## src/rtl/bsg_wormhole_traffic_endpoint.sv

```systemverilog
// Wormhole traffic endpoint: sends numbered header+body packets and checks incoming ones.
// Link bundle packing is {v, data, ready_and_rev} from MSB to LSB.
module bsg_wormhole_traffic_endpoint #(
    parameter int flit_width_p = 32,
    parameter int cord_width_p = 8,
    parameter int len_width_p  = 4
) (
    input  logic                      clk_i,
    input  logic                      reset_i,
    input  logic [cord_width_p-1:0]   my_cord_i,
    input  logic [cord_width_p-1:0]   dest_cord_i,
    input  logic                      start_i,
    input  logic [15:0]               num_packets_i,
    input  logic [len_width_p-1:0]    packet_len_i,
    input  logic [flit_width_p+1:0]   link_i,
    output logic [flit_width_p+1:0]   link_o,
    output logic                      tx_done_o,
    output logic [15:0]               tx_count_o,
    output logic [15:0]               rx_count_o,
    output logic                      error_o
);

    typedef logic [flit_width_p-1:0] flit_t;
    typedef logic [len_width_p-1:0]  len_t;
    typedef logic [cord_width_p-1:0] cord_t;

    typedef enum logic [1:0] {TX_IDLE, TX_HDR, TX_BODY, TX_DONE} tx_state_e;
    typedef enum logic       {RX_HDR, RX_BODY} rx_state_e;

    tx_state_e tx_state_q, tx_state_d;
    cord_t     dest_q, dest_d, my_q, my_d;
    logic [15:0] num_q, num_d, tx_count_q, tx_count_d;
    len_t      len_q, len_d, tx_cnt_q, tx_cnt_d;
    flit_t     tx_seq_q, tx_seq_d;

    rx_state_e rx_state_q, rx_state_d;
    len_t      rx_len_q, rx_len_d, rx_cnt_q, rx_cnt_d;
    flit_t     rx_seq_q, rx_seq_d;
    logic [15:0] rx_count_q, rx_count_d;
    logic      error_q, error_d;

    logic  tx_vld, tx_fire, rx_rdy, rx_vld, rx_fire;
    flit_t tx_dat, hdr_dat, rx_dat;

    // Valid comes only from registered state; reset masks it in the reset cycle itself.
    assign tx_vld  = ((tx_state_q == TX_HDR) || (tx_state_q == TX_BODY)) && !reset_i;
    assign tx_fire = tx_vld && link_i[0];
    assign hdr_dat = (flit_t'(my_q) << (cord_width_p + len_width_p))
                   | (flit_t'(len_q) << cord_width_p)
                   | flit_t'(dest_q);
    assign tx_dat  = (tx_state_q == TX_HDR) ? hdr_dat
                   : (tx_state_q == TX_BODY) ? tx_seq_q : '0;

    assign rx_rdy  = !reset_i;
    assign rx_vld  = link_i[flit_width_p+1];
    assign rx_dat  = link_i[flit_width_p:1];
    assign rx_fire = rx_vld && rx_rdy;

    assign link_o     = {tx_vld, tx_dat, rx_rdy};
    assign tx_done_o  = (tx_state_q == TX_DONE) && !reset_i;
    assign tx_count_o = tx_count_q;
    assign rx_count_o = rx_count_q;
    assign error_o    = error_q;

    always_comb begin
        logic finish;
        finish     = 1'b0;
        tx_state_d = tx_state_q;
        dest_d     = dest_q;
        my_d       = my_q;
        num_d      = num_q;
        len_d      = len_q;
        tx_cnt_d   = tx_cnt_q;
        tx_seq_d   = tx_seq_q;
        tx_count_d = tx_count_q;
        case (tx_state_q)
            TX_IDLE, TX_DONE: begin
                if (start_i) begin
                    dest_d     = dest_cord_i;
                    my_d       = my_cord_i;
                    num_d      = num_packets_i;
                    len_d      = packet_len_i;
                    tx_count_d = '0;
                    tx_state_d = (num_packets_i != 16'd0) ? TX_HDR : TX_DONE;
                end
            end
            TX_HDR: begin
                if (tx_fire) begin
                    if (len_q != '0) begin
                        tx_cnt_d   = '0;
                        tx_state_d = TX_BODY;
                    end else begin
                        finish = 1'b1;
                    end
                end
            end
            TX_BODY: begin
                if (tx_fire) begin
                    tx_seq_d = tx_seq_q + flit_t'(1);
                    if (tx_cnt_q == len_q - len_t'(1)) finish = 1'b1;
                    else tx_cnt_d = tx_cnt_q + len_t'(1);
                end
            end
            default: tx_state_d = TX_IDLE;
        endcase
        // tx_count_q < num_q always holds here, so the +1 cannot overflow the compare.
        if (finish) begin
            tx_count_d = tx_count_q + 16'd1;
            tx_state_d = (tx_count_q + 16'd1 < num_q) ? TX_HDR : TX_DONE;
        end
    end

    always_comb begin
        rx_state_d = rx_state_q;
        rx_len_d   = rx_len_q;
        rx_cnt_d   = rx_cnt_q;
        rx_seq_d   = rx_seq_q;
        rx_count_d = rx_count_q;
        error_d    = error_q;
        case (rx_state_q)
            RX_HDR: begin
                if (rx_fire) begin
                    rx_len_d = rx_dat[cord_width_p +: len_width_p];
                    if (rx_dat[cord_width_p-1:0] != my_cord_i) error_d = 1'b1;
                    if (rx_dat[cord_width_p +: len_width_p] != '0) begin
                        rx_cnt_d   = '0;
                        rx_state_d = RX_BODY;
                    end else begin
                        rx_count_d = rx_count_q + 16'd1;
                    end
                end
            end
            RX_BODY: begin
                if (rx_fire) begin
                    if (rx_dat != rx_seq_q) error_d = 1'b1;
                    rx_seq_d = rx_seq_q + flit_t'(1);
                    if (rx_cnt_q == rx_len_q - len_t'(1)) begin
                        rx_count_d = rx_count_q + 16'd1;
                        rx_state_d = RX_HDR;
                    end else begin
                        rx_cnt_d = rx_cnt_q + len_t'(1);
                    end
                end
            end
            default: rx_state_d = RX_HDR;
        endcase
    end

    always_ff @(posedge clk_i) begin
        if (reset_i) begin
            tx_state_q <= TX_IDLE;
            dest_q     <= '0;
            my_q       <= '0;
            num_q      <= '0;
            len_q      <= '0;
            tx_cnt_q   <= '0;
            tx_seq_q   <= '0;
            tx_count_q <= '0;
            rx_state_q <= RX_HDR;
            rx_len_q   <= '0;
            rx_cnt_q   <= '0;
            rx_seq_q   <= '0;
            rx_count_q <= '0;
            error_q    <= 1'b0;
        end else begin
            tx_state_q <= tx_state_d;
            dest_q     <= dest_d;
            my_q       <= my_d;
            num_q      <= num_d;
            len_q      <= len_d;
            tx_cnt_q   <= tx_cnt_d;
            tx_seq_q   <= tx_seq_d;
            tx_count_q <= tx_count_d;
            rx_state_q <= rx_state_d;
            rx_len_q   <= rx_len_d;
            rx_cnt_q   <= rx_cnt_d;
            rx_seq_q   <= rx_seq_d;
            rx_count_q <= rx_count_d;
            error_q    <= error_d;
        end
    end

endmodule

```

## config.mk

```make
export PLATFORM = sky130hd
export DESIGN_NAME = bsg_wormhole_traffic_endpoint
export DESIGN_NICKNAME = d
export VERILOG_FILES = /design/src/rtl/bsg_wormhole_traffic_endpoint.sv
export SDC_FILE = /design/constraint.sdc
export NUM_CORES = 1
export LEC_CHECK = 0
export CORE_MARGIN = 2
export CORE_UTILIZATION = 45
export DETAILED_ROUTE_END_ITERATION = 12
export PLACE_DENSITY = 0.69
export SLEW_MARGIN = 20
export SYNTH_ARGS = -nofsm -noshare
export SYNTH_HDL_FRONTEND = slang
export SYNTH_SLANG_ARGS = --single-unit
export TNS_END_PERCENT = 5
```

## constraint.sdc

```tcl
create_clock -name clk_i -period 3.2 [get_ports clk_i]
set_clock_uncertainty 0.05 [all_clocks]
set_input_delay 0.32 -clock clk_i [delete_from_list [all_inputs] [get_ports clk_i]]
set_output_delay 0.32 -clock clk_i [all_outputs]
set_load 0.01 [all_outputs]
```

==> Word level (Yosys, flattened, before mapping) <==
Index checks and enable logic that the tools add are counted.
{ "totals": {"inputBits": 73, "register_bits": 148, "out_inout_bits": 68} }
{ "classes": {"n_eq_ne": 22, "n_bitwise": 3, "mux": 42, "n_reduce_logical": 25, "magnitude_cmp": 1, "addsub": 8} }
{ "op_table": {"columns": ["operator", "count"], "rows": [
  ["2-to-1 mux 16 bit", 7],
  ["adder 32 x 1 -> 32 bit (second input constant)", 2],
  ["2-to-1 mux 32 bit", 2],
  ["adder 16 x 1 -> 16 bit (second input constant)", 2],
  ["2-to-1 mux 4 bit", 8],
  ["inequality test 32 bit", 1],
  ["one-hot mux 16 bit (2 select lines)", 1],
  ["OR 20 x 12 -> 20 bit", 1],
  ["OR 20 x 8 -> 20 bit", 1],
  ["< comparator 16 bit", 1],
  ["inequality test 2 bit (second input constant)", 8],
  ["one-hot mux 4 bit (2 select lines)", 2],
  ["AND reduction 4 bit", 4],
  ["nonzero test 16 bit", 1],
  ["2-to-1 mux 1 bit", 12],
  ["2-to-1 mux 2 bit", 6],
  ["AND reduction 2 bit", 5],
  ["adder 4 x 1 -> 4 bit (second input constant)", 2],
  ["== test 4 bit", 2],
  ["inequality test 2 x 1 -> 1 bit (second input constant)", 4],
  ["inequality test 8 bit", 1],
  ["nonzero test 4 bit", 2],
  ["subtractor 4 x 1 -> 4 bit (second input constant)", 2],
  ["one-hot mux 1 bit (2 select lines)", 3],
  ["15 further kinds", 21]
]} }

==> Logic depth before layout (Yosys ltp) <==
Gate-level depths: netlist of the first run.
{ "depth": {"depth_word": 8, "ltp_mapped": 12, "depth_no_buf": 12} }

==> Least setup slack after synthesis of the first run <==
Ideal clock, no wire load.
{ "synth_timing": {"kind": "register to register", "start": "register tx_count_q[5], in the netlist tx_count_o[5]", "end": "register tx_state_q[1]", "stages_incl_launch_ff": 13, "setup_ps": 92, "required_time_ps": 3058, "setup_slack_ps": 326, "arrival_ps": 2731, "n_path_buf": 1, "cell_sequence": "dfxtp_1 clkbuf_1 nand4_1 nor3_1 nand3_1 and2_1 or2_2 ha_1 nand4_1 a2111oi_0 o21ai_0 a31o_2 o32ai_1"} }
{ "synth_via": {"elab_chain_len": 4} }
{ "synth_rtl": {"columns": ["item", "line", "text"], "rows": [
  ["start: declaration", "32", "logic [15:0] num_q, num_d, tx_count_q, tx_count_d;"],
  ["start signal: assignment", "173", "tx_count_q <= tx_count_d;"],
  ["adder 16 x 1 -> 16 bit", "109", "tx_state_d = (tx_count_q + 16'd1 < num_q) ? TX_HDR : TX_DONE;"],
  ["< comparator 16 bit", "109", null],
  ["2-to-1 mux 2 bit", "109", null],
  ["2-to-1 mux 2 bit", "107", "if (finish) begin"],
  ["end signal: assignment", "166", "tx_state_q <= tx_state_d;"],
  ["end: declaration", "30", "tx_state_e tx_state_q, tx_state_d;"]
]} }
No other way between the ends.
A chain may end at the register's enable or synchronous reset.

==> Final worst setup path of the first run <==
{ "layout_timing": {"start": "register tx_count_q[1], in the netlist tx_count_o[1]", "end": "register tx_state_q[1]"} }
Same word-level chain as after synthesis.

==> reports/metrics.json, run 1 <==
{
  "run_status": {"value": "complete, no violations"},
  "postSynthNetCount": {"value": 1109},
  "netlist-cell-type-count": {"value": 55},
  "fin_tns_setup": {"value": 0, "unit": "ps"},
  "synth_flop_cell": {"value": "dfxtp_1"},
  "areaGrowthSynthToFinish": {"value": 27.5, "unit": "%"},
  "rows": {"value": 48},
  "first_pass_iters": {"value": 5},
  "fmax": {"value": 342, "unit": "MHz"},
  "layout_worst_path_cycle_share": {"value": 91.3, "unit": "%"},
  "clkSinkCount": {"value": 148},
  "synthesized_cell_area": {"value": 0.00797, "unit": "mm²"},
  "numPortBuffers": {"value": 140},
  "vias_in_the_first_global_route": {"value": 6761},
  "synth_async_sr_flop_share": {"value": 0, "unit": "%"},
  "cts_setup_buffers": {"value": 0},
  "vias_per_cell": {"value": 5.27},
  "drt_wl_total": {"value": 20300, "unit": "µm"},
  "chipWidth": {"value": 137, "unit": "µm"},
  "post_synth_inst_count": {"value": 1009},
  "path_common_cell": {"value": "ha_1"},
  "critical_path.startpoint_type": {"value": "flop"},
  "dieHeight": {"value": 137, "unit": "µm"},
  "rsz0062_at_grt": {"value": "no"},
  "synth_area_per_cell": {"value": 7.90, "unit": "µm²"},
  "worst_hold_path_type": {"value": "in -> reg"},
  "finish.net_count": {"value": 1239},
  "delay_contributed_by_the_slowest_stage_of_the_critical_path": {"value": 380, "unit": "ps"},
  "grt_antenna_before_repair": {"value": 1},
  "category_of_the_most_critical_setup_path": {"value": "reg -> reg"},
  "fin_ws": {"value": 278, "unit": "ps"},
  "drive_gt1_share": {"value": 6.16, "unit": "%"},
  "cts.clk_slew.worst_paths": {"value": 60, "unit": "ps"},
  "cell_chosen_for_the_clock_root": {"value": "clkbuf_16"},
  "pins_over_their_slew_limit": {"value": 0},
  "timing.max_cap.violations": {"value": 0},
  "cts-buffers-inserted": {"value": 17},
  "grt_overflow_total": {"value": 0},
  "maxSlewHeadroom": {"value": 49.8, "unit": "%"},
  "cp_num_buf_inv": {"value": 0},
  "ir_drop": {"value": 0.000400, "unit": "V"},
  "r2r_end": {"value": "tx_state_q[1]"},
  "start_util": {"value": 46.1, "unit": "%"},
  "postSynthRegisterBits": {"value": 148},
  "routabilityCongestion": {"value": 0.888},
  "worst-slew-pin-transition": {"value": 753, "unit": "ps"},
  "ff2ff_path_depth": {"value": 12},
  "whs_endpoint": {"value": "tx_seq_q[3]"},
  "crit-reg2reg-launch": {"value": "tx_count_o[1]"},
  "design.die.area": {"value": 0.0188, "unit": "mm²"},
  "clock_path_buffers": {"value": 2},
  "hold-path-cell-count": {"value": 2},
  "pin_count_of_the_biggest_net_entering_global_routing": {"value": 74},
  "vias": {"value": 7256},
  "diodes": {"value": 0},
  "hold_violations_final": {"value": 0},
  "power.static_leakage": {"value": 3.53, "unit": "nW"},
  "power.density_cell_area": {"value": 511, "unit": "mW/mm²"},
  "io_pins": {"value": 141},
  "remaining_drc_errors": {"value": 0},
  "preCtsSetupSlack": {"value": 84.7, "unit": "ps"},
  "cts_tree": {"value": "yes"},
  "path_max_fanout": {"value": 5},
  "path_cells": {"value": "ha_1 > nand3_2 > nor2_4 > nand3_1 > and2_1 > or2_2 > ha_1 > nand4_1 > a2111oi_0 > o21ai_0 > a31o_2 > o32ai_1"},
  "core_region_area": {"value": 0.0173, "unit": "mm²"},
  "worst_skew_pair.late_latency": {"value": 430, "unit": "ps"},
  "critical_path_cell_count": {"value": 12},
  "gr-usage-all-layers": {"value": 22.4, "unit": "%"},
  "ys.warnings.count": {"value": 0},
  "worst-endpoint-required": {"value": 3480, "unit": "ps"},
  "worst-r2r-setup-slack": {"value": 280, "unit": "ps"},
  "htreeDepth": {"value": 4},
  "setup_violations": {"value": 0},
  "antenna_violating_nets_left": {"value": 0},
  "hold_ws": {"value": 237, "unit": "ps"},
  "synth_sequential_area_ratio": {"value": 37.2, "unit": "%"},
  "finalCoreUtilization": {"value": 58.8, "unit": "%"},
  "timing.final.crit_period": {"value": 2920, "unit": "ps"},
  "grt_first_pass_wirelength": {"value": 33500, "unit": "µm"},
  "endpoint_kind": {"value": "flop"},
  "wl_per_cell": {"value": 14.8, "unit": "µm"},
  "synth-edff-count": {"value": 0},
  "dpl.hpwl": {"value": 14900, "unit": "µm"},
  "hold_path.startpoint": {"value": "reset_i"},
  "path_delay_family": {"value": "simple AND/OR/NAND/NOR gates"},
  "drt_iter0_drc": {"value": 422},
  "cp_slowest_cell": {"value": "dfxtp_1"},
  "arrival": {"value": 3200, "unit": "ps"}
}
[cell families after synthesis]
kind of cell | after synthesis | synth area share (%)
AND/OR/NAND/NOR | 472 | 29.1
flip-flops | 148 | 37.2
AO/OA/AOI/OAI | 151 | 10.8
buffers and inverters | 82 | 4.14
multiplexers | 4 | 0.502
adder cells (fa/ha/maj) | 27 | 4.24
XOR/XNOR | 125 | 14.1
[synth_stat cells (18+ instances only)]
cell | number | area [µm²]
ha_1 | 27 | 338
nand2_1 | 170 | 638
o21ai_0 | 38 | 190
a21oi_1 | 81 | 405
clkbuf_1 | 28 | 105
nand4_1 | 30 | 188
inv_1 | 32 | 120
xnor2_1 | 86 | 753
nor2_1 | 95 | 357
or3_1 | 18 | 113
nand3_1 | 60 | 300
nor3_1 | 18 | 90.1
xor2_1 | 37 | 324
dfxtp_1 | 148 | 2960
[flip-flops by register name, indices dropped and copies added, names as in the netlist]
name and cells:
rx_seq_q 32, tx_seq_q 32, num_q 16, rx_count_o 16, tx_count_o 16, dest_q 8, my_q 8, len_q 4
rx_cnt_q 4, rx_len_q 4, tx_cnt_q 4, tx_state_q 2, error_o 1, rx_state_q 1
[layout by cell type, fill, tap and decap left out, types with 6 or more instances in the layout]
| cell | instances |
|---|---|
| a211oi_1 | 6 |
| nand4_1 | 30 |
| buf_4 | 21 |
| or3_1 | 18 |
| xnor2_1 | 86 |
| nor4_1 | 10 |
| ha_1 | 27 |
| nor2_1 | 94 |
| clkdlybuf4s50_1 | 139 |
| and2_1 | 16 |
| nor3_1 | 18 |
| o21ai_0 | 38 |
| a21oi_1 | 81 |
| nand3_1 | 59 |
| xor2_1 | 37 |
| and4_1 | 8 |
| inv_1 | 32 |
| dfxtp_1 | 148 |
| clkbuf_16 | 17 |
| and3_1 | 14 |
| nand2_1 | 170 |
[per-stage QoR]
stage | cell area [µm²] | power [W] | instances
after global routing | 10200 | 0.00548 | 1377
after detailed placement | 9590 | 0.00334 | 1345
after global placement | 9590 | 0.00332 | 1345
final | 10200 | 0.00520 | 1377
after floorplan | 7970 | 0.00287 | 1009
after CTS | 10100 | 0.00524 | 1377
[where the power goes]
part           switching, W  internal, W  total [W]
Clock              0.000806      0.00109    0.00190
Sequential        0.0000798      0.00196    0.00204
Combinational      0.000756     0.000502    0.00126
Total               0.00164      0.00355    0.00520
[worst max-delay path by stage]
stage,from,to,slack [ps]
floorplan,tx_count_o[5],tx_state_q[1],330
global route,tx_count_o[1],tx_state_q[1],90
global placement,tx_count_o[1],tx_state_q[1],170
finish,tx_count_o[1],tx_state_q[1],280
detailed placement,tx_count_o[1],tx_state_q[1],80
CTS,tx_count_o[1],tx_state_q[1],70
[metal layers]
layer / global-route usage [%] / wire length, µm
met5: 0 / 0
met1: 30.8 / 9710
met4: 7.10 / 312
met3: 4.07 / 852
met2: 35.7 / 9450
[layout make-up]
cell class	count	area [µm²]
Fill cell	1579	7130
Clock buffer	20	447
Multi-Input combinational cell	779	4690
Inverter	33	124
Clock inverter	12	108
Tap cell	225	282
Timing Repair Buffer	160	1550
Sequential cell	148	2960
[worst register-to-register path, stage by stage, from the launching register on]
cell	delay (ps)
dfxtp_1	380
ha_1	260
nand3_2	170
nor2_4	180
nand3_1	110
and2_1	190
or2_2	290
ha_1	300
nand4_1	140
a2111oi_0	280
o21ai_0	140
a31o_2	250
o32ai_1	110
[what timing repair did]
item                                    4_1_cts  5_1_grt
endpoints found under the setup margin        0        1
hold buffers                                  0        0
hold endpoints to repair                      0        0
resized for setup                             0        4
Power figures use the tool's default switching activity.
==> run 2, diff against run 1 <==
--- a/config.mk
+++ b/config.mk
@@ -5,10 +5,12 @@
 export SDC_FILE = /design/constraint.sdc
 export NUM_CORES = 1
 export LEC_CHECK = 0
+export CELL_PAD_IN_SITES_DETAIL_PLACEMENT = 1
+export CELL_PAD_IN_SITES_GLOBAL_PLACEMENT = 1
 export CORE_MARGIN = 2
-export CORE_UTILIZATION = 45
+export CORE_UTILIZATION = 39
 export DETAILED_ROUTE_END_ITERATION = 12
-export PLACE_DENSITY = 0.69
+export PLACE_DENSITY = 0.79
 export SLEW_MARGIN = 20
 export SYNTH_ARGS = -nofsm -noshare
 export SYNTH_HDL_FRONTEND = slang
==> run 2 against run 1 <==
Register-to-register slack lost 50 ps. Wire length is 18% higher. Critical path depth stayed put. First-iteration DRC count fell by 30%. Core utilization fell by 7.6 points. Count of clock-buffer cells in the layout shrank 2. Power rose by 6.2%. Largest power group is now the clock network.
==> reports/metrics.json, run 2 (synthesis results as in run 1) <==
{
  "diodes": {"value": 0, "change": "unchanged"},
  "io_pins": {"value": 141, "change": "unchanged"},
  "start_util": {"value": 39.5, "unit": "%", "change": "was 46.1%"},
  "stdcell_area": {"value": 0.0103, "unit": "mm²", "change": "was 0.0102 mm²"},
  "run_status": {"value": "complete, no violations", "change": "unchanged"},
  "worst-slew-pin-transition": {"value": 889, "unit": "ps", "change": "was 753 ps"},
  "rows": {"value": 52, "change": "was 48"},
  "reg.largest.list": {"value": "rx_seq_q: 32 flops, tx_seq_q: 32 flops", "change": "unchanged"},
  "setup_violations": {"value": 0, "change": "unchanged"},
  "timing.max_cap.violations": {"value": 0, "change": "unchanged"},
  "antenna_violating_nets_left": {"value": 0, "change": "unchanged"},
  "htreeDepth": {"value": 4, "change": "unchanged"},
  "vias_per_cell": {"value": 5.27, "change": "about the same"},
  "most-common-layout-cells": {"value": "nand2_1 (170), dfxtp_1 (148), clkdlybuf4s50_1 (139)", "change": "unchanged"},
  "cts.clk_slew.worst_paths": {"value": 60, "unit": "ps", "change": "about the same"},
  "routabilityCongestion": {"value": 0.840, "change": "was 0.888"},
  "worst_hold_path_type": {"value": "in -> reg", "change": "unchanged"},
  "rsz0062_at_grt": {"value": "no", "change": "unchanged"},
  "remaining_drc_errors": {"value": 0, "change": "unchanged"},
  "drt_wl_total": {"value": 23900, "unit": "µm", "change": "was 20300 µm"},
  "stdcell_count": {"value": 1424, "change": "was 1377"},
  "gr-usage-all-layers": {"value": 22.3, "unit": "%", "change": "was 22.4%"},
  "critical_path.startpoint_type": {"value": "flop", "change": "unchanged"},
  "layout_worst_path_cycle_share": {"value": 92.7, "unit": "%", "change": "was 91.3%"},
  "grt_first_pass_wirelength": {"value": 39100, "unit": "µm", "change": "was 33500 µm"},
  "dpl.hpwl": {"value": 17500, "unit": "µm", "change": "was 14900 µm"},
  "fin_tns_setup": {"value": 0, "unit": "ps", "change": "unchanged"},
  "cell_chosen_for_the_clock_root": {"value": "clkbuf_16", "change": "unchanged"},
  "power.total": {"value": 0.00552, "unit": "W", "change": "was 0.00520 W"},
  "cts_setup_buffers": {"value": 0, "change": "unchanged"},
  "timing.final.crit_period": {"value": 2970, "unit": "ps", "change": "was 2920 ps"},
  "hold_ws": {"value": 230, "unit": "ps", "change": "was 237 ps"},
  "drt_iter0_drc": {"value": 296, "change": "was 422"},
  "areaGrowthSynthToFinish": {"value": 29.5, "unit": "%", "change": "was 27.5%"},
  "chipWidth": {"value": 147, "unit": "µm", "change": "was 137 µm"},
  "wl_per_cell": {"value": 16.8, "unit": "µm", "change": "was 14.8 µm"},
  "endpoint_kind": {"value": "flop", "change": "unchanged"},
  "post_cts_hold_buffer_count": {"value": 0, "change": "unchanged"},
  "pin_count_of_the_biggest_net_entering_global_routing": {"value": 84, "change": "was 74"},
  "power.density_cell_area": {"value": 535, "unit": "mW/mm²", "change": "was 511 mW/mm²"},
  "first_pass_iters": {"value": 5, "change": "unchanged"},
  "cts-buffers-inserted": {"value": 17, "change": "unchanged"},
  "numPortBuffers": {"value": 140, "change": "unchanged"},
  "cp_slowest_cell": {"value": "dfxtp_1", "change": "unchanged"},
  "power.static_leakage": {"value": 3.57, "unit": "nW", "change": "was 3.53 nW"},
  "design.die.area": {"value": 0.0216, "unit": "mm²", "change": "was 0.0188 mm²"},
  "pins_over_their_slew_limit": {"value": 0, "change": "unchanged"},
  "detailed_place.area": {"value": 0.00967, "unit": "mm²", "change": "was 0.00959 mm²"},
  "category_of_the_most_critical_setup_path": {"value": "reg -> reg", "change": "unchanged"},
  "clock_path_buffers": {"value": 2, "change": "unchanged"},
  "finish.net_count": {"value": 1241, "change": "was 1239"},
  "hold_violations_final": {"value": 0, "change": "unchanged"},
  "drive_gt1_share": {"value": 6.67, "unit": "%", "change": "was 6.16%"},
  "delay_contributed_by_the_slowest_stage_of_the_critical_path": {"value": 390, "unit": "ps", "change": "was 380 ps"},
  "worst-endpoint-required": {"value": 3490, "unit": "ps", "change": "was 3480 ps"},
  "arrival": {"value": 3250, "unit": "ps", "change": "was 3200 ps"},
  "path_delay_family": {"value": "simple AND/OR/NAND/NOR gates", "change": "unchanged"},
  "dieHeight": {"value": 147, "unit": "µm", "change": "was 137 µm"},
  "place.detailed.instances": {"value": 1392, "change": "was 1345"},
  "worst_skew_pair.late_latency": {"value": 420, "unit": "ps", "change": "was 430 ps"},
  "layout.cells.most_common": {"value": "nand2_1", "change": "unchanged"},
  "grt_antenna_before_repair": {"value": 0, "change": "was 1"},
  "path_cells": {"value": "ha_2 > nand3_2 > nor2_4 > nand3_1 > and2_1 > or2_2 > ha_1 > nand4_1 > a2111oi_0 > o21ai_0 > a31o_2 > o32ai_1", "change": "was ha_1 > nand3_2 > nor2_4 > nand3_1 > and2_1 > or2_2 > ha_1 > nand4_1 > a2111oi_0 > o21ai_0 > a31o_2 > o32ai_1"},
  "grt_overflow_total": {"value": 0, "change": "unchanged"},
  "core_region_area": {"value": 0.0202, "unit": "mm²", "change": "was 0.0173 mm²"},
  "ir_drop": {"value": 0.000397, "unit": "V", "change": "was 0.000400 V"},
  "worst-r2r-setup-slack": {"value": 230, "unit": "ps", "change": "was 280 ps"},
  "path_max_fanout": {"value": 5, "change": "unchanged"},
  "maxSlewHeadroom": {"value": 40.7, "unit": "%", "change": "was 49.8%"},
  "fmax": {"value": 337, "unit": "MHz", "change": "was 342 MHz"},
  "vias_in_the_first_global_route": {"value": 7778, "change": "was 6761"},
  "cp_num_buf_inv": {"value": 0, "change": "unchanged"},
  "vias": {"value": 7500, "change": "was 7256"},
  "cts_tree": {"value": "yes", "change": "unchanged"},
  "clkSinkCount": {"value": 148, "change": "unchanged"}
}
run 2: cell count changes in the layout (fill, tap and decap cells not counted), moves of 2 or more:
cell,before,now
clkinv_4,5,3
clkbuf_1,2,0
clkinv_2,5,2
buf_4,21,23
bufinv_16,1,4
clkinvlp_4,0,2
run 2: metrics by stage:
stage / worst slack (ps) / util (%)
finish: 232 / 51.2
detailed placement: 91.7 / 47.9
global placement: 185 / 47.9
floorplan: 326 / -
CTS: 1.11 / 51.1
global route: 21.1 / 51.2
run 2: repair_timing:
item	in CTS	in global routing
hold endpoints to repair	0	0
endpoints found under the setup margin	0	1
gates resized for setup	0	4
run 2: cell type report:
class	instances	area, µm²
repair buffers	162	1560
fillers	2471	9850
flip-flops and latches	148	2960
clock inverters	14	200
multi-input cells	779	4700
inverters	33	124
well taps	270	338
clock buffers	18	439
run 2: worst paths after layout:
kind                                    start       endpoint  cells past startpoint
worst max-delay path            tx_count_o[1]  tx_state_q[1]                     12
worst min-delay path                  reset_i    tx_cnt_q[1]                      2
worst max register to register  tx_count_o[1]  tx_state_q[1]                     12
worst min register to register        my_q[0]        my_q[0]                      2
run 2: per-layer routing:
metal	track usage, %	routed length (µm)	part of all wire (%)
met1	28.1	11000	46
met2	38.9	11700	49
met3	3.54	718	3.0
met4	7.21	457	1.9
met5	0	0	0
run 2: power breakdown:
part           switching [W]  total, W  internal (W)
Sequential         0.0000781   0.00204       0.00196
Clock               0.000841   0.00218       0.00134
Combinational       0.000803   0.00130      0.000499
Total                0.00172   0.00552       0.00380
==> run 3, diff against run 2 <==
--- a/config.mk
+++ b/config.mk
@@ -10,7 +10,7 @@
 export CORE_MARGIN = 2
 export CORE_UTILIZATION = 39
 export DETAILED_ROUTE_END_ITERATION = 12
-export PLACE_DENSITY = 0.79
+export PLACE_DENSITY_LB_ADDON = 0.1
 export SLEW_MARGIN = 20
 export SYNTH_ARGS = -nofsm -noshare
 export SYNTH_HDL_FRONTEND = slang
==> run 3 against run 2 <==
Power down 2.8%. Die area unchanged. Wire length down 1.0%. Fmax down 1.2%. Critical path depth unchanged. Count of clock-buffer cells in the layout up 5. Non-clock buffer count unchanged. Cell count about the same. Hold slack better by 33 ps. Critical path type unchanged. Critical endpoint unchanged. Largest cell class unchanged.
==> reports/metrics.json, run 3 (synthesis results as in run 1) <==
{
  "design.die.area": {"value": 0.0216, "unit": "mm²", "change": "unchanged"},
  "grt_antenna_before_repair": {"value": 1, "change": "was 0"},
  "drt_wl_total": {"value": 23600, "unit": "µm", "change": "was 23900 µm"},
  "remaining_drc_errors": {"value": 0, "change": "unchanged"},
  "wl_per_cell": {"value": 16.6, "unit": "µm", "change": "was 16.8 µm"},
  "worst-slew-pin-transition": {"value": 813, "unit": "ps", "change": "was 889 ps"},
  "vias": {"value": 7407, "change": "was 7500"},
  "hold_violations_final": {"value": 0, "change": "unchanged"},
  "worst-endpoint-required": {"value": 3480, "unit": "ps", "change": "was 3490 ps"},
  "timing.max_cap.violations": {"value": 0, "change": "unchanged"},
  "layout_worst_path_cycle_share": {"value": 93.9, "unit": "%", "change": "was 92.7%"},
  "path_max_fanout": {"value": 6, "change": "was 5"},
  "clkSinkCount": {"value": 148, "change": "unchanged"},
  "arrival": {"value": 3280, "unit": "ps", "change": "was 3250 ps"},
  "grt_first_pass_wirelength": {"value": 38400, "unit": "µm", "change": "was 39100 µm"},
  "antenna_violating_nets_left": {"value": 0, "change": "unchanged"},
  "cts.clk_slew.worst_paths": {"value": 60, "unit": "ps", "change": "about the same"},
  "worst_hold_path_type": {"value": "in -> reg", "change": "unchanged"},
  "cts-buffers-inserted": {"value": 17, "change": "unchanged"},
  "core_region_area": {"value": 0.0202, "unit": "mm²", "change": "unchanged"},
  "post_cts.resized_instances": {"value": 0, "change": "unchanged"},
  "setup_violations": {"value": 0, "change": "unchanged"},
  "dieHeight": {"value": 147, "unit": "µm", "change": "unchanged"},
  "cell_chosen_for_the_clock_root": {"value": "clkbuf_16", "change": "unchanged"},
  "areaGrowthSynthToFinish": {"value": 28.9, "unit": "%", "change": "was 29.5%"},
  "hold_path.startpoint": {"value": "reset_i", "change": "unchanged"},
  "delay_contributed_by_the_slowest_stage_of_the_critical_path": {"value": 440, "unit": "ps", "change": "was 390 ps"},
  "post_cts_hold_buffer_count": {"value": 0, "change": "unchanged"},
  "power.density_cell_area": {"value": 523, "unit": "mW/mm²", "change": "was 535 mW/mm²"},
  "endpoint_kind": {"value": "flop", "change": "unchanged"},
  "pins_over_their_slew_limit": {"value": 0, "change": "unchanged"},
  "htreeDepth": {"value": 4, "change": "unchanged"},
  "fin_tns_setup": {"value": 0, "unit": "ps", "change": "unchanged"},
  "multiInputGateArea": {"value": 0.00469, "unit": "mm²", "change": "was 0.00470 mm²"},
  "maxSlewHeadroom": {"value": 45.8, "unit": "%", "change": "was 40.7%"},
  "dpl.hpwl": {"value": 17500, "unit": "µm", "change": "about the same"},
  "layout.filler_cells": {"value": 2435, "change": "was 2471"},
  "cts_setup_buffers": {"value": 0, "change": "unchanged"},
  "ff2ff_path_depth": {"value": 12, "change": "unchanged"},
  "routabilityCongestion": {"value": 0.798, "change": "was 0.840"},
  "chipWidth": {"value": 147, "unit": "µm", "change": "unchanged"},
  "pin_count_of_the_biggest_net_entering_global_routing": {"value": 71, "change": "was 84"},
  "category_of_the_most_critical_setup_path": {"value": "reg -> reg", "change": "unchanged"},
  "first_pass_iters": {"value": 4, "change": "was 5"},
  "io_pins": {"value": 141, "change": "unchanged"},
  "worst_skew_pair.late_latency": {"value": 420, "unit": "ps", "change": "about the same"},
  "finish.net_count": {"value": 1241, "change": "unchanged"},
  "numPortBuffers": {"value": 140, "change": "unchanged"},
  "seq_area": {"value": 0.00296, "unit": "mm²", "change": "unchanged"},
  "cts_tree": {"value": "yes", "change": "unchanged"},
  "start_util": {"value": 39.5, "unit": "%", "change": "unchanged"},
  "grt_overflow_total": {"value": 0, "change": "unchanged"},
  "rows": {"value": 52, "change": "unchanged"},
  "gr-usage-all-layers": {"value": 21.9, "unit": "%", "change": "was 22.3%"},
  "drive_gt1_share": {"value": 6.33, "unit": "%", "change": "was 6.67%"},
  "critical_path.startpoint_type": {"value": "flop", "change": "unchanged"},
  "finalCoreUtilization": {"value": 50.9, "unit": "%", "change": "was 51.2%"},
  "crit-reg2reg-launch": {"value": "tx_count_o[0]", "change": "was tx_count_o[1]"},
  "run_status": {"value": "complete, no violations", "change": "unchanged"},
  "diodes": {"value": 0, "change": "unchanged"},
  "layout.cells.most_common": {"value": "nand2_1", "change": "unchanged"},
  "most-common-layout-cells": {"value": "nand2_1 (170), dfxtp_1 (148), clkdlybuf4s50_1 (139)", "change": "unchanged"},
  "drt_iter0_drc": {"value": 239, "change": "was 296"},
  "ir_drop": {"value": 0.000403, "unit": "V", "change": "was 0.000397 V"},
  "cp_slowest_cell": {"value": "dfxtp_1", "change": "unchanged"},
  "clock_path_buffers": {"value": 2, "change": "unchanged"},
  "reg.largest.list": {"value": "rx_seq_q: 32 flops, tx_seq_q: 32 flops", "change": "unchanged"},
  "timing.final.crit_period": {"value": 3000, "unit": "ps", "change": "was 2970 ps"},
  "cp-startpoint": {"value": "tx_count_o[0]", "change": "was tx_count_o[1]"},
  "vias_in_the_first_global_route": {"value": 7556, "change": "was 7778"},
  "power.static_leakage": {"value": 3.54, "unit": "nW", "change": "was 3.57 nW"},
  "hold-path-cell-count": {"value": 2, "change": "unchanged"},
  "vias_per_cell": {"value": 5.21, "change": "was 5.27"},
  "path_cells": {"value": "ha_2 > nand3_2 > nor2_4 > nand2_1 > and2_1 > or2_2 > ha_1 > nand4_1 > a2111oi_0 > o21ai_0 > a31o_2 > o32ai_1", "change": "was ha_2 > nand3_2 > nor2_4 > nand3_1 > and2_1 > or2_2 > ha_1 > nand4_1 > a2111oi_0 > o21ai_0 > a31o_2 > o32ai_1"},
  "fmax": {"value": 333, "unit": "MHz", "change": "was 337 MHz"}
}
run 3: cell count changes in the layout (fill, tap and decap cells not counted), moves of 2 or more:
cell        delta
bufinv_16      -2
clkbuf_1       +2
clkbuf_8       +3
clkinv_4       -3
clkinvlp_4     +2
inv_6          -2
run 3: power breakdown:
part	leakage, nW	switching, W	internal [W]
clock network	0.277	0.000784	0.00122
logic	2.06	0.000803	0.000510
registers	1.20	0.0000830	0.00196
run 3: layout make-up:
cell class / instances / area share, %
clock buffer: 23 / 4.75
clock inverter: 8 / 0.975
inverter: 33 / 1.21
multi-input combinational: 779 / 45.7
sequential: 148 / 28.9
tap: 270 / 3.29
timing repair buffer: 162 / 15.2
run 3: metal layers:
| layer | vias to the layer above | track usage (%) | part of all wire, % |
|---|---|---|---|
| met5 | - | 0 | 0.055 |
| met4 | 2 | 5.67 | 1.2 |
| li1 | 3699 | - | - |
| met3 | 19 | 3.51 | 2.9 |
| met2 | 101 | 39.2 | 50 |
| met1 | 3586 | 27.6 | 46 |
run 3: path summary, 6_finish.rpt:
path	slack (ps)	to
max	200	tx_state_q[1]
min	260	rx_count_o[13]
max reg2reg	200	tx_state_q[1]
min reg2reg	410	dest_q[0]
run 3: metrics by stage:
step	setup WS, ps	std cells	instance area, µm²	total power [W]	hold WS (ps)
after floorplan	326	1009	7970	0.00287	386
after CTS	42.1	1423	10300	0.00543	254
final	195	1423	10300	0.00537	262
after global placement	197	1392	9670	0.00337	393
after global routing	-23.0	1423	10300	0.00566	281
after detailed placement	92.2	1392	9670	0.00340	399
run 3: critical path: cells and delay by family, from the launching register on:
kind | cells | cell delay [ps]
simple gates | 6 | 970
compound gates | 4 | 880
fa+ha+maj | 2 | 580
flops | 1 | 440
